File: src/rtl/ram_uart_loader_pkg.sv
// Shared command codes, FSM state encoding and length decode for the
// UART-to-RAM loader.
package ram_uart_loader_pkg;

  localparam logic [7:0] CMD_WRITE = 8'h57;
  localparam logic [7:0] CMD_READ  = 8'h52;
  localparam int         LEN_WIDTH = 9;

  typedef enum logic [3:0] {
    ST_IDLE         = 4'd0,
    ST_ADDR_H       = 4'd1,
    ST_ADDR_L       = 4'd2,
    ST_LEN          = 4'd3,
    ST_WRITE_DATA   = 4'd4,
    ST_READ_ISSUE   = 4'd5,
    ST_READ_WAIT    = 4'd6,
    ST_READ_CAPTURE = 4'd7,
    ST_READ_SEND    = 4'd8
  } state_t;

  // A length byte of zero stands for a full 256-byte burst.
  function automatic logic [LEN_WIDTH-1:0] decode_len(input logic [7:0] len_byte);
    if (len_byte == 8'd0) begin
      return 9'd256;
    end else begin
      return {1'b0, len_byte};
    end
  endfunction

endpackage

File: src/rtl/ram_uart_loader.sv
// Byte-stream command engine: decodes 'W'/'R' transactions from a UART
// receiver into RAM write/read strobes and streams read data to a UART transmitter.
module ram_uart_loader
  import ram_uart_loader_pkg::*;
#(
  parameter int ADDRESS_WIDTH = 16,
  parameter int DATA_WIDTH    = 8
) (
  input  logic                     Clock,
  input  logic                     Reset,
  input  logic [7:0]               RxData_i,
  input  logic                     RxValid_i,
  output logic [7:0]               TxData_o,
  output logic                     TxStart_o,
  input  logic                     TxBusy_i,
  output logic                     RamReadEnable_o,
  output logic                     RamWriteEnable_o,
  output logic [ADDRESS_WIDTH-1:0] RamAddress_o,
  output logic [DATA_WIDTH-1:0]    RamData_o,
  input  logic [DATA_WIDTH-1:0]    RamData_i,
  output logic                     Busy_o,
  output logic                     Error_o
);

  localparam logic [ADDRESS_WIDTH-1:0] PTR_ONE = ADDRESS_WIDTH'(1);

  state_t                   state_r;
  logic                     mode_write_r;
  logic [7:0]               addr_h_r;
  logic [ADDRESS_WIDTH-1:0] ptr_r;
  logic [LEN_WIDTH-1:0]     count_r;
  logic [15:0]              full_addr_s;

  assign full_addr_s = {addr_h_r, RxData_i};

  // Transaction FSM; strobes default low each cycle so every pulse lasts exactly one cycle.
  always_ff @(posedge Clock) begin
    if (!Reset) begin
      state_r          <= ST_IDLE;
      mode_write_r     <= 1'b0;
      addr_h_r         <= 8'd0;
      ptr_r            <= '0;
      count_r          <= '0;
      TxData_o         <= 8'd0;
      TxStart_o        <= 1'b0;
      RamReadEnable_o  <= 1'b0;
      RamWriteEnable_o <= 1'b0;
      RamAddress_o     <= '0;
      RamData_o        <= '0;
      Busy_o           <= 1'b0;
      Error_o          <= 1'b0;
    end else begin
      TxStart_o        <= 1'b0;
      RamReadEnable_o  <= 1'b0;
      RamWriteEnable_o <= 1'b0;
      Error_o          <= 1'b0;
      case (state_r)
        ST_IDLE: begin
          if (RxValid_i) begin
            if (RxData_i == CMD_WRITE) begin
              mode_write_r <= 1'b1;
              state_r      <= ST_ADDR_H;
              Busy_o       <= 1'b1;
            end else if (RxData_i == CMD_READ) begin
              mode_write_r <= 1'b0;
              state_r      <= ST_ADDR_H;
              Busy_o       <= 1'b1;
            end else begin
              Error_o <= 1'b1;
            end
          end
        end
        ST_ADDR_H: begin
          if (RxValid_i) begin
            addr_h_r <= RxData_i;
            state_r  <= ST_ADDR_L;
          end
        end
        ST_ADDR_L: begin
          if (RxValid_i) begin
            ptr_r   <= full_addr_s[ADDRESS_WIDTH-1:0];
            state_r <= ST_LEN;
          end
        end
        ST_LEN: begin
          if (RxValid_i) begin
            count_r <= decode_len(RxData_i);
            state_r <= mode_write_r ? ST_WRITE_DATA : ST_READ_ISSUE;
          end
        end
        ST_WRITE_DATA: begin
          if (RxValid_i) begin
            RamWriteEnable_o <= 1'b1;
            RamData_o        <= RxData_i;
            RamAddress_o     <= ptr_r;
            ptr_r            <= ptr_r + PTR_ONE;
            count_r          <= count_r - 9'd1;
            if (count_r == 9'd1) begin
              state_r <= ST_IDLE;
              Busy_o  <= 1'b0;
            end
          end
        end
        ST_READ_ISSUE: begin
          RamReadEnable_o <= 1'b1;
          RamAddress_o    <= ptr_r;
          state_r         <= ST_READ_WAIT;
        end
        // The RAM samples the read strobe at the end of this cycle.
        ST_READ_WAIT: begin
          state_r <= ST_READ_CAPTURE;
        end
        ST_READ_CAPTURE: begin
          TxData_o <= RamData_i;
          state_r  <= ST_READ_SEND;
        end
        ST_READ_SEND: begin
          if (!TxBusy_i) begin
            TxStart_o <= 1'b1;
            ptr_r     <= ptr_r + PTR_ONE;
            count_r   <= count_r - 9'd1;
            if (count_r == 9'd1) begin
              state_r <= ST_IDLE;
              Busy_o  <= 1'b0;
            end else begin
              state_r <= ST_READ_ISSUE;
            end
          end
        end
        default: begin
          state_r <= ST_IDLE;
          Busy_o  <= 1'b0;
        end
      endcase
    end
  end

endmodule

File: config.mk
export PLATFORM = sky130hd
export DESIGN_NAME = ram_uart_loader
export DESIGN_NICKNAME = d
export VERILOG_FILES = /design/src/rtl/ram_uart_loader_pkg.sv /design/src/rtl/ram_uart_loader.sv
export SDC_FILE = /design/constraint.sdc
export NUM_CORES = 1
export LEC_CHECK = 0
export BUFFER_PORTS_ARGS = -buffer_cell sky130_fd_sc_hd__buf_2
export CAP_MARGIN = 30
export CORE_AREA = 2 2 114 116
export CTS_CLUSTER_DIAMETER = 50
export CTS_CLUSTER_SIZE = 20
export DETAILED_ROUTE_END_ITERATION = 7
export DIE_AREA = 0 0 116 118
export PLACE_DENSITY_LB_ADDON = 0.2
export SLEW_MARGIN = 20
export SYNTH_ARGS = -nofsm -noshare
export SYNTH_HDL_FRONTEND = slang
export SYNTH_SLANG_ARGS = --single-unit
File: constraint.sdc
create_clock -name Clock -period 5.3 [get_ports Clock]
set_input_delay 1.06 -clock Clock [delete_from_list [all_inputs] [get_ports Clock]]
set_output_delay 1.06 -clock Clock [all_outputs]
set_load 0.1 [all_outputs]
Word level (Yosys, flattened, before mapping)
Index checks and enable logic that the tools add are counted.
Word-level totals
  bits in registers: 75
  output and inout port bits: 37
Operators by class
  reduce and logical (&&, ||, !) cells: 18
  add/sub/neg operators: 2
  muxes and demuxes: 36
  bitwise operators: 4
  equal/unequal tests: 19
Operators with widths (number)
  $mux 16: 4
  $pmux 16 s3: 1
  $mux 4: 9
  $mux 9: 4
  $pmux 4 s9: 1
  $pmux 16 s2: 1
  $pmux 9 s3: 1
  $add 16x1->16 const B: 1
  $eq 4x3->1 const B: 4
  $eq 8x7->1 const B: 2
  $ne 2x2->1 const B: 7
  $mux 1: 13
  $reduce_and 2->1: 5
  $eq 9x1->1 const B: 1
  $sub 9x1->9 const B: 1
  $eq 4x2->1 const B: 2
  $logic_not 8->1: 1
  $reduce_and 4->1: 2
  $reduce_and 8->1: 1
  $reduce_bool 3->1: 2
  $reduce_or 6->1: 1
  $reduce_and 5->1: 1
  $eq 4x1->1 const B: 1
  $eq 4x4->1 const B: 1
  8 further kinds: 12

Longest topological paths before layout
  depth in word-level cells: 5
  depth in mapped cells: 8
  depth with buffers taken out: 7

Worst setup path before layout
No wires, ideal clock.
  path type: input to register
  start point: input RxData_i[7]
  end point: register state_r[0]
  library setup time: 0.095 ns
  data arrival time: 2.194 ns
  slack: 3.010 ns
  required time: 5.205 ns
  cell stages on the path: 5
  path through: or3_1 > nor4_2 > or2_1 > nand2_1 > a221oi_1
Between the ends
  cells in the longest elaborated chain, start to end: 4
  elaborated cells between the ends (all ways): 7
RTL lines
  from (decl): RTL line ram_uart_loader.sv:11  | input logic [7:0] RxData_i,
  $eq 8x7->1: RTL line ram_uart_loader.sv:60  | if (RxData_i == CMD_WRITE) begin
  $mux 4: RTL line ram_uart_loader.sv:60
  $mux 4: RTL line ram_uart_loader.sv:59  | if (RxValid_i) begin
  $pmux 4 s9: RTL line ram_uart_loader.sv:57  | case (state_r)
  to (signal assigned): RTL line ram_uart_loader.sv:88  | state_r <= mode_write_r ? ST_WRITE_DATA : ST_READ_ISSUE;
  to (decl): RTL line ram_uart_loader.sv:27  | state_t state_r;
Several ways; a longest one is shown, not always the timed one. The select of a mux whose other input is x is not followed.
A chain may end at the register's enable or synchronous reset.

Worst setup path in the final report
  start point: register state_r[2]
  end point: register count_r[6]
Between the ends
  cells in the longest elaborated chain, start to end: 3
  elaborated cells between the ends (all ways): 9
RTL lines
  $eq 4x2->1 (tied with other cells): RTL line ram_uart_loader.sv:57
  $ne 2x2->1 (no line) / $reduce_bool 3->1 (equally long branches)
  $reduce_and 4->1 (no line)
  to (signal assigned): RTL line ram_uart_loader.sv:87  | count_r <= decode_len(RxData_i);
  to (signal assigned): RTL line ram_uart_loader.sv:97  | count_r <= count_r - 9'd1;
  to (signal assigned): RTL line ram_uart_loader.sv:121  | count_r <= count_r - 9'd1;
  to (decl): RTL line ram_uart_loader.sv:31  | logic [LEN_WIDTH-1:0] count_r;
Several ways; a longest one is shown, not always the timed one.

==> results.txt <==
syn nets: 453
Root Buffer: clkbuf_16
initial antenna violation count: 0
CTS tree: done
DR DRC count: 0
Reg2Reg Depth: 4
Period minus WS final: 2.60 ns
global-route wire length before repair: 16000 um
fin. max-slew vios: 0
Final Hold Vio Count: 0
fill count: 1348
drt first pass iters: 4
synthesis warning total: 0
CP Launch Type: register
Setup CP Type: register to register
CP top delay family: compound AO/OA/AOI/OAI gates
CP Data Arrival Time: 2.83 ns
WL final: 9840 um
Critical Path End: count_r[6]
ANT nets after route: 0
Leak Pwr: 1.75 nW
Final Total Pwr: 0.00124 W
Unique masters post-synth: 62
die area: 13700 um2
number of register bits inferred by synthesis: 75
fraction of synthesis flops using an asynchronous set or reset pin: 0%
total setup buffers inserted after CTS: 0
mean post-synth cell area: 8.46 um2
number of clock sinks: 75
cts repair resizes: 0
Initial DRC Count: 175
VDD IR max: 0.000113 V
starting density of the core: 29.3%
P&R area growth vs syn: 19.7%
synthesized area: 3640 um2
Critical Path Start: state_r[2]
fin crit share: 49.0%
IO Pins: 57
core area: 12400 um2
TritonCTS buffer count: 9
Crit path depth: 4
most frequent cells in the layout: 75 x dfxtp_1, 63 x nor2_1, 56 x buf_2, 36 x mux2i_1, 35 x nand2_1
Critical Path Max Stage Delay: 0.72 ns
layout cells sized above 1: 19.0%
setup total negative slack: 0 ns
Setup crit end kind: register
Max-Cap Viols: 0
pwr dens: 284 nW/um2
largest net degree at the start of global routing: 35
vias in the first global route: 3050
Cells after Synth: 430
most common cell after layout, fill and taps aside: dfxtp_1
DR WL/cell: 15.1 um
GRT Util Overall: 15.0%
row count: 41
Post-synth EDFFs: 0
die width: 116 um
RD Place Congestion: 0.800
Layout Nets: 497
worst-path fanout max: 22
IO buf count: 56
fmax: 385 MHz
actual slew at the worst max-slew pin: 0.780 ns
R2R Path Start: state_r[2]
Post-CTS Hold Buffers: 0
skew final: 0.0122 ns
Max Root-Sink Buffers: 2
Crit-path slowest cell: o21a_1
GR Overflow Total: 0
reg-to-reg endpoint: count_r[6]
# setup viols final: 0
DP HPWL: 6840 um
Cell Chain, Critical Path: nor2b_1 > o21a_1 > a41oi_1 > o221a_2
worst min path class: register to register
post-synthesis sequential area ratio: 41.3%
prevailing post-synth register cell: dfxtp_1
Bufs and invs on worst path: 0
r2r setup slk: 2.70 ns
Max-slew headroom: 48.0%
outcome: finished, final reports clean
H-Tree Depth: 3
Crit path required time: 5.54 ns
RSZ-0062 raised after global routing: false
diodes inserted: 0
worst skew pair latency: 0.35 ns
Via Count: 3259
routed vias/inst: 5.01
CTS clk-pin slew, worst paths: 0.06 ns
Die Y-Extent: 118 um
-- power breakdown --
group / internal [W] / leakage, nW / total, W / switching, W
combinational: 0.0000132 / 1.00 / 0.0000446 / 0.0000314
clock: 0.000369 / 0.140 / 0.000626 / 0.000258
sequential: 0.000564 / 0.604 / 0.000565 / 0.000000596
total: 0.000946 / 1.75 / 0.00124 / 0.000290
-- cells in the mapped netlist, drive strengths merged, types with 2 or more instances --
| cell | n | area (um2) |
|---|---|---|
| buf | 15 | 88.8 |
| xnor2 | 2 | 17.5 |
| nor3b | 5 | 37.5 |
| nor4 | 9 | 81.3 |
| a31oi | 4 | 25.0 |
| nand4 | 3 | 25.0 |
| or3 | 2 | 12.5 |
| nor2 | 66 | 260 |
| and2 | 8 | 50.1 |
| or4 | 4 | 33.8 |
| a21oi | 33 | 169 |
| nor2b | 3 | 18.8 |
| or2 | 3 | 18.8 |
| o21ai | 29 | 160 |
| dfxtp | 75 | 1500 |
| o221a | 2 | 22.5 |
| mux2i | 36 | 360 |
| nor3 | 13 | 65.1 |
| o21bai | 4 | 30.0 |
| a221oi | 2 | 17.5 |
| ha | 3 | 37.5 |
| a211oi | 3 | 22.5 |
| o211ai | 6 | 45.0 |
| nand2b | 2 | 12.5 |
| clkbuf | 10 | 37.5 |
| nand3 | 16 | 80.1 |
| inv | 7 | 26.3 |
| and3 | 7 | 43.8 |
| o211a | 2 | 20.0 |
| o21a | 3 | 22.5 |
| nand2 | 35 | 131 |
-- through the flow --
step                worst slack (ns)  utilization, %  instance area [um2]  hold slack (ns)  std cells
finish                          2.70            35.1                 4360            0.453        651
global route                    2.47            35.1                 4360            0.475        651
CTS                             2.71            35.1                 4360            0.457        651
detailed placement              2.65            32.7                 4060            0.446        635
global placement                2.63            32.3                 4010            0.440        633
floorplan                       3.01               -                 3640            0.455        430
-- flip-flops by register name (all words and copies together) (netlist names), 4 cells and up --
| register | cells |
|---|---|
| ptr_r | 16 |
| TxData_o | 8 |
| RamAddress_o | 16 |
| RamData_o | 8 |
| state_r | 4 |
| count_r | 9 |
| addr_h_r | 8 |
-- cells by family after synthesis --
kind of cell             Yosys count  share of synthesized area (%)
AND/OR/NAND/NOR                  179                           24.8
buffers and inverters             32                           4.19
multiplexers                      37                           10.2
flip-flops                        75                           41.3
adder cells (fa/ha/maj)            3                           1.03
AO/OA/AOI/OAI                    101                           17.8
XOR/XNOR                           3                          0.722
-- metal layers --
metal  global-route usage (%)  share of wire (%)  vias to the layer above
met5                        0                  0                        -
met4                     6.03                1.7                        0
met3                     2.83                5.1                       12
met2                     22.5                 45                       79
met1                     21.0                 48                     1523
li1                         -                  -                     1645
-- final cells by class --
class | count | area (um2) | share of cell area [%]
clock buffer | 10 | 229 | 5.26
clock inverter | 6 | 71.3 | 1.64
tap | 172 | 215 | 4.94
sequential | 75 | 1500 | 34.5
timing repair buffer | 58 | 328 | 7.52
inverter | 7 | 26.3 | 0.603
multi-input combinational | 323 | 1990 | 45.6
-- how the worst min path moves through the flow --
stage	slack (ns)	to	start	depth (start not counted)
floorplan	0.45	count_r[1]	count_r[1]	2
global placement	0.44	TxData_o[4]	TxData_o[4]	2
detailed placement	0.45	TxData_o[3]	TxData_o[3]	2
CTS	0.46	TxData_o[3]	TxData_o[3]	2
global route	0.47	TxData_o[6]	TxData_o[6]	2
finish	0.45	TxData_o[6]	TxData_o[6]	2
-- tightest hold or removal path, stage by stage (launching register included) --
cell     delay [ns]
dfxtp_1        0.30
nand2_1        0.05
a21oi_1        0.05
Power figures use the tool's default switching activity.
